===== src/rtl/fifo_burst_reader.sv =====
// Burst read controller: pops burst_len FIFO words into a 2-deep skid stream.
// Optional m_last output when BURST_LAST_EN is defined.
module fifo_burst_reader #(
   parameter int DATA_SIZE = 8,
   parameter int LEN_BITS  = 4
) (
   input  logic                 clk,
   input  logic                 reset,
   input  logic                 start,
   input  logic [LEN_BITS-1:0]  burst_len,
   input  logic                 fifo_empty,
   input  logic [DATA_SIZE-1:0] fifo_rdata,
   output logic                 fifo_ren,
   output logic                 m_valid,
   output logic [DATA_SIZE-1:0] m_data,
   input  logic                 m_ready,
   output logic                 busy,
`ifdef BURST_LAST_EN
   output logic                 m_last,
`endif
   output logic                 done
);

   typedef enum logic [1:0] {
      IDLE,
      READ,
      DRAIN,
      DONE
   } state_t;

   state_t               r_state;
   logic [LEN_BITS-1:0]  r_len;
   logic [LEN_BITS-1:0]  r_issued;
   logic [LEN_BITS-1:0]  r_deliv;
   logic                 r_inflight;
   logic [1:0]           r_occ;
   logic [DATA_SIZE-1:0] r_buf0;
   logic [DATA_SIZE-1:0] r_buf1;

   logic                 w_valid;
   logic                 w_pop;
   logic [2:0]           w_level;
   logic                 w_ren;

   assign w_valid = (r_occ != 2'd0);
   assign w_pop   = w_valid && m_ready;

   // Occupancy after this edge, counting the word still in flight.
   assign w_level = {1'b0, r_occ}
                  + {2'b00, r_inflight}
                  - {2'b00, w_pop};

   assign w_ren = (r_state == READ)
               && !fifo_empty
               && (r_issued < r_len)
               && (w_level < 3'd2);

   assign fifo_ren = w_ren;
   assign m_valid  = w_valid;
   assign m_data   = r_buf0;
   assign busy     = (r_state != IDLE);
   assign done     = (r_state == DONE);

`ifdef BURST_LAST_EN
   assign m_last = w_valid
                && (r_deliv == LEN_BITS'(r_len - 1'b1));
`endif

   always_ff @(posedge clk or posedge reset) begin
      if (reset) begin
         r_state  <= IDLE;
         r_len    <= '0;
         r_issued <= '0;
         r_deliv  <= '0;
      end else begin
         if (w_pop)
            r_deliv <= r_deliv + 1'b1;
         unique case (r_state)
            IDLE: begin
               if (start && (burst_len != '0)) begin
                  r_len    <= burst_len;
                  r_issued <= '0;
                  r_deliv  <= '0;
                  r_state  <= READ;
               end
            end
            READ: begin
               if (w_ren) begin
                  r_issued <= r_issued + 1'b1;
                  if (LEN_BITS'(r_issued + 1'b1) == r_len)
                     r_state <= DRAIN;
               end
            end
            DRAIN: begin
               if (r_deliv == r_len)
                  r_state <= DONE;
            end
            DONE: begin
               r_state <= IDLE;
            end
            default: r_state <= IDLE;
         endcase
      end
   end

   always_ff @(posedge clk or posedge reset) begin
      if (reset) begin
         r_inflight <= 1'b0;
         r_occ      <= 2'd0;
         r_buf0     <= '0;
         r_buf1     <= '0;
      end else begin
         r_inflight <= w_ren;
         case ({r_inflight, w_pop})
            2'b10: begin
               if (r_occ == 2'd0)
                  r_buf0 <= fifo_rdata;
               else
                  r_buf1 <= fifo_rdata;
               r_occ <= r_occ + 2'd1;
            end
            2'b01: begin
               r_buf0 <= r_buf1;
               r_occ  <= r_occ - 2'd1;
            end
            2'b11: begin
               // Shift and refill together so FIFO order survives.
               if (r_occ == 2'd1) begin
                  r_buf0 <= fifo_rdata;
               end else begin
                  r_buf0 <= r_buf1;
                  r_buf1 <= fifo_rdata;
               end
            end
            default: ;
         endcase
      end
   end

endmodule

===== config.mk =====
export PLATFORM = sky130hd
export DESIGN_NAME = fifo_burst_reader
export DESIGN_NICKNAME = d
export VERILOG_FILES = /design/src/rtl/fifo_burst_reader.sv
export SDC_FILE = /design/constraint.sdc
export NUM_CORES = 1
export LEC_CHECK = 0
export CAP_MARGIN = 20
export CORE_UTILIZATION = 48
export DETAILED_ROUTE_END_ITERATION = 10
export PLACE_DENSITY = 0.75
export RECOVER_POWER = 50
export SYNTH_ARGS = -nofsm -noshare
export SYNTH_HDL_FRONTEND = slang
export SYNTH_SLANG_ARGS = --single-unit

===== constraint.sdc =====
create_clock -name clk -period 2.6 [get_ports clk]
set_input_delay 0.39 -clock clk [delete_from_list [all_inputs] [get_ports clk]]
set_output_delay 0.39 -clock clk [all_outputs]
set_load 0.03 [all_outputs]

=== Yosys cells after proc, flatten, opt, wreduce, memory -nomap -nowiden ===
Cells that the tools add are included.

* Register bits after elaboration: 33
* Logic and storage cells: 70
* Output and inout port bits: 12
* Input port bits: 17

* Equality and inequality tests: 16
* Reductions and logical operators: 20
* $add $sub $neg: 6
* Multiplexer cells: 18
* Magnitude comparators: 2

{| class="wikitable"
|+ Operator list
! kind !! number
|-
| 8-bit two-way mux || 4
|-
| 8-bit one-hot mux with 3 select lines || 1
|-
| 4-bit two-way mux || 5
|-
| 8-bit one-hot mux with 2 select lines || 1
|-
| 2-bit inequality test, second input constant || 6
|-
| 2-bit nonzero test || 5
|-
| 4-bit by 1-bit adder with 4-bit output, second input constant || 2
|-
| 2-bit equality test, second input constant || 4
|-
| 4-bit equality test || 2
|-
| 2-bit two-way mux || 4
|-
| 2-bit one-hot mux with 4 select lines || 1
|-
| 4-bit one-hot mux with 2 select lines || 1
|-
| 2-bit by 1-bit equality test with 1-bit output, second input constant || 3
|-
| 3-bit AND reduction || 2
|-
| 1-bit logical AND || 5
|-
| 2-bit logical NOT || 2
|-
| 4-bit < comparator || 1
|-
| 2-bit one-hot mux with 2 select lines || 1
|-
| 2-bit AND reduction || 2
|-
| 4-bit AND reduction || 1
|-
| 4-bit nonzero test || 1
|-
| 2-bit by 1-bit adder with 3-bit output || 1
|-
| 3-bit by 2-bit < comparator with 1-bit output, second input constant || 1
|-
| 3-bit nonzero test || 1
|-
| other kinds (5) || 5
|}

=== Depth between registers and ports, before layout ===
* Depth after elaboration: 7
* Gate-level depth with buffers: 14
* Mapped depth without buffers: 14

=== Worst setup path before layout ===
Ideal clock, no wire load.

* Path kind: register -> register
* Start: reg r_occ[1]
* End: reg r_issued[0]
* Setup slack: -0.412 ns
* Data arrival time: 2.887 ns
* Period minus slack after synthesis: 3.012 ns
* Required time: 2.475 ns
* Stages on the path, launching flop included: 14
* Path buffers: 0
* Setup time: 0.125 ns
* Cell sequence: dfrtp_1 > inv_1 > ha_1 > inv_1 > nand2_1 > nor2_1 > o21ai_0 > fa_1 > xnor2_1 > nand4_1 > or2_1 > inv_1 > o21ai_1 > mux2_2

* Longest elaborated chain between the ends: 7
* Elaborated cells between the ends (all ways): 8
* Classes of those cells: add/sub (2); order compare (1); eq/ne (1); reduce/logical (4)

{| class="wikitable"
|+ Ends and longest elaborated chain
! item !! RTL line !! source
|-
| start: declaration || 36 || <nowiki>logic [1:0] r_occ;</nowiki>
|-
| start signal: assignment || 120 || <nowiki>r_occ <= r_occ + 2'd1;</nowiki>
|-
| start signal: assignment || 124 || <nowiki>r_occ <= r_occ - 2'd1;</nowiki>
|-
| 2-bit nonzero test || 45 || <nowiki>assign w_valid = (r_occ != 2'd0);</nowiki>
|-
| named net m_valid || 14 || <nowiki>output logic m_valid,</nowiki>
|-
| 1-bit logical AND || 46 || <nowiki>assign w_pop = w_valid && m_ready;</nowiki>
|-
| 3-bit by 1-bit subtractor with 3-bit output || 51 || <nowiki>- {2'b00, w_pop};</nowiki>
|-
| 3-bit by 2-bit < comparator with 1-bit output || 56 || <nowiki>&& (w_level < 3'd2);</nowiki>
|-
| 1-bit logical AND || 56 ||
|-
| named net fifo_ren || 13 || <nowiki>output logic fifo_ren,</nowiki>
|-
| 2-bit inequality test (no line) || -- ||
|-
| 3-bit AND reduction (no line) || -- ||
|-
| end signal: assignment || 89 || <nowiki>r_issued <= r_issued + 1'b1;</nowiki>
|-
| end: declaration || 33 || <nowiki>logic [LEN_BITS-1:0] r_issued;</nowiki>
|}

The timed path passes the listed nets, and every way through them passes these cells.
A chain may end at the register's enable or synchronous reset.

=== Worst setup path in the final report ===
* Start: reg r_occ[0]
* End: out fifo_ren

* Longest elaborated chain between the ends: 5
* Elaborated cells between the ends (all ways): 6
* Classes of those cells: add/sub (2); order compare (1); reduce/logical (3)

{| class="wikitable"
|+ Ends and longest elaborated chain
! item !! RTL line
|-
| branches (longest 2 deep; another with 2-bit by 1-bit adder with 3-bit output) || --
|-
| 3-bit by 1-bit subtractor with 3-bit output * || 51
|-
| 3-bit by 2-bit < comparator with 1-bit output * || 56
|-
| 1-bit logical AND * || 56
|-
| end: declaration || 13
|}

Every way passes the cells marked *.

==> run_results.csv <==
group,metric,value,unit
status,run_status,"finished, violations left",
status,violations,"max-capacitance violations, max-slew violations, negative setup slack",
worst_hold_path,hold_end,"m_data[6]",
grt,grtUsageMet2,35.4,%
synthesis,yosysTopAreaCellShare,45.0,%
route,via_per_inst,5.25,
synthesis,synth_top_area_cell,"dfrtp_1",
synthesis,yosys_warnings,0,
setup_path,rrSetupSlack,-0.07,ns
power_and_ir_drop,p_leak,1.13,nW
clock_network,clockBufferDepth,2,
timing,timing_hold_violations_final,0,
timing,tightest_slew,1.69,ns
setup_path,r2r-start,"r_occ[0]",
timing,rsz0062_at_grt,"yes",
power_and_ir_drop,combPwrFrac,56.5,%
timing,period_needed,2.72,ns
setup_path,worstPathArrival,2.33,ns
power_and_ir_drop,vdd_drop_max,0.628,mV
floorplan,die_x,63.8,um
grt,grtUsageMet3,7.32,%
route,vias,1450,
power_and_ir_drop,clkPwrFrac,12.5,%
grt,grt-ovfl-total,0,
clock_network,cts.clk_slew.worst_paths,0.06,ns
clock_network,cts_buffers,5,
clock_network,cts_max_level,2,
timing,worst_slack,-0.121,ns
route,ant_nets,0,
synthesis,synth_nets,209,
timing,fin_crit_sh,105,%
synthesis,synthDistinctLibCells,32,
grt,grt-busiest-layer,"met2",
floorplan,initial_core_util,50.1,%
route,drt_iter0_drc,70,
floorplan,floorplan.die_area,4070,sq um
synthesis,syn-cell-area,1830,sq um
timing,max_freq,0.367,GHz
timing,setup_viol,3,
worst_hold_path,min-delay-start,"m_data[6]",
timing,skew,0.00678,ns
timing,fin_setup_tns,-0.196,ns
setup_path,r2r_cells,14,
route,drtPass1Iterations,4,
power_and_ir_drop,power.density,1180,nW/um^2
route,drc_errors,0,
synthesis,syn_avg_cell_area,10.4,sq um
timing,hold_ws,0.492,ns
clock_network,clk-insertion-delay-late,0.29,ns
final_layout,fin_nets,260,
power_and_ir_drop,p_switching,0.00120,W
power_and_ir_drop,seqPwrFrac,31.0,%
synthesis,syn_inst,176,
route,wl_per_cell,14.4,um
setup_path,r2r-end,"r_state[1]",
grt,antenna_found_initial,0,
setup_path,crit_path_start_kind,"flip-flop",
final_layout,layout_commonest_cell,"dfrtp_1",
floorplan,dieHeight,63.8,um
final_layout,antenna_cells,0,
final_layout,fillerInstances,282,
grt,grt_use_met1,28.1,%
grt,gr-usage-all-layers,22.2,%
clock_network,clock-root-buffer,"clkbuf_8",
run,maxCapViolations,1,
grt,grt_start_max_net_pins,34,
floorplan,fp.coreArea,3660,sq um
placement,place_congestion,0.835,
power_and_ir_drop,p_int,0.00171,W
grt,grt_pass1_vias,1504,
timing,slew_headroom,-12.7,%
placement,port_buffers,28,
final_layout,drive_above_1_share,23.2,%
synthesis,synth-seq-area-share,45.0,%
route,routed_wl,3.97,mm
placement,place_ws,-0.223,ns
clock_network,clock-sinks,33,
power_and_ir_drop,switching_share,41.3,%
worst_hold_path,min_path_type,"reg -> reg",
setup_path,timing_worst_setup_path_type,"reg -> out",
grt,grt_pass1_wl,6.76,mm
final_layout,final_cell_mix,"dfrtp_1 (33), clkdlybuf4s50_1 (26), nand2_1 (20)",
setup_path,cp.required,2.21,ns
placement,dpl.hpwl,2.98,mm
floorplan,pin_count,29,
synthesis,ys_ff_latch,33,
setup_path,worstSetupEndpointType,"primary output",
synthesis,synthTopCellsByArea,"dfrtp_1 (45%), ha_1 (10%), mux2_2 (6.1%)",
timing,slew_viol_final,34,
clock_network,ctsHoldBuffers,0,
final_layout,fin_util,67.1,%
clock_network,cts_tree,"built",
worst_hold_path,min_path_cells,2,
setup_path,cp_max_fo,3,
final_layout,multi_input_area,1010,sq um
final_layout,regArea,826,sq um
floorplan,fp-row-count,22,
final_layout,area_delta_synth_final,34.0,%
[critical path: stages (launching register included)]
cell and delay [ns]:
dfrtp_1 0.39, inv_2 0.09, ha_4 0.16, inv_6 0.03, nand2_4 0.07, inv_2 0.05, nor2_2 0.09, o21ai_2 0.07
fa_2 0.36, xnor2_2 0.15, nand4_1 0.13, or2_1 0.26, inv_2 0.08, buf_6 0.12
[cell type report]
type,count,share of cell area (%)
repair buffers,47,17.3
inverters,14,2.34
flip-flops and latches,33,33.6
multi-input cells,126,41.0
clock buffers,6,2.95
well taps,48,2.44
clock inverters,2,0.407
[flip-flops by register name (all words and copies together) (netlist names)]
name	cells
r_occ	2
r_len	4
r_inflight	1
r_issued	4
r_state	2
m_data	8
r_deliv	4
r_buf1	8
[power by group through the flow]
stage / Clock [W] / Sequential [W] / Combinational [W]
floorplan: 0 / 0.000993 / 0.000934
global placement: 0 / 0.000894 / 0.00146
detailed placement: 0 / 0.000914 / 0.00153
CTS: 0.000376 / 0.000904 / 0.00157
global route: 0.000403 / 0.000936 / 0.00181
finish: 0.000364 / 0.000903 / 0.00164
[Yosys cell counts]
cell      number
dfrtp_1       33
nand2_1       21
ha_1          15
inv_1         13
nor2_1        13
o21ai_1       11
mux2_2        10
o21ai_0        9
a22oi_1        8
xor2_1         8
a21oi_1        6
xnor2_1        5
clkbuf_1       3
nand4_1        3
a22o_1         1
a41oi_1        1
fa_1           1
inv_2          1
mux2_4         1
mux2i_1        1
nand2b_1       1
nand3_1        1
nand3_2        1
nand3b_1       1
nor3b_1        1
o41ai_1        1
o41ai_2        1
o41ai_4        1
or2_0          1
or2_1          1
or3_1          1
xor3_1         1
[what timing repair did]
item | in CTS | in global routing
pin swaps | 3 | 3
gates resized for setup | 1 | 7
endpoints found under the setup margin | 1 | 7
buffers inserted | 4 | 3
[worst max-delay path by stage]
stage,start,endpoint,cells after the start
final,r_occ[0],fifo_ren,13
after global routing,r_occ[1],fifo_ren,13
after CTS,r_occ[0],fifo_ren,12
after detailed placement,m_ready,fifo_ren,9
after global placement,m_ready,fifo_ren,9
after floorplan,r_occ[0],r_issued[0],12
[logic make-up (layout without fill, tap and decap cells)]
kind of cell / after synthesis / after routing / share of synthesized area, %
multiplexers: 12 / 12 / 7.50
XOR/XNOR: 14 / 14 / 7.50
AO/OA/AOI/OAI: 39 / 39 / 14.2
AND/OR/NAND/NOR: 45 / 45 / 11.0
buffers and inverters: 17 / 69 / 3.48
adder cells (fa/ha/maj): 16 / 16 / 11.3
flip-flops: 33 / 33 / 45.0
[per-stage QoR]
step           power, W  instances  instance area (sq um)
2_1_floorplan   0.00193        176                   1870
6_report        0.00291        276                   2460
3_5_place_dp    0.00244        262                   2290
4_1_cts         0.00285        274                   2410
5_1_grt         0.00315        276                   2460
3_3_place_gp    0.00235        262                   2290
[routing by layer]
metal	wire [um]	share of wire, %
met2	2000	50
met5	0	0
met1	1730	44
met3	166	4.2
met4	69	1.7
(Power assumes the default switching activity.)
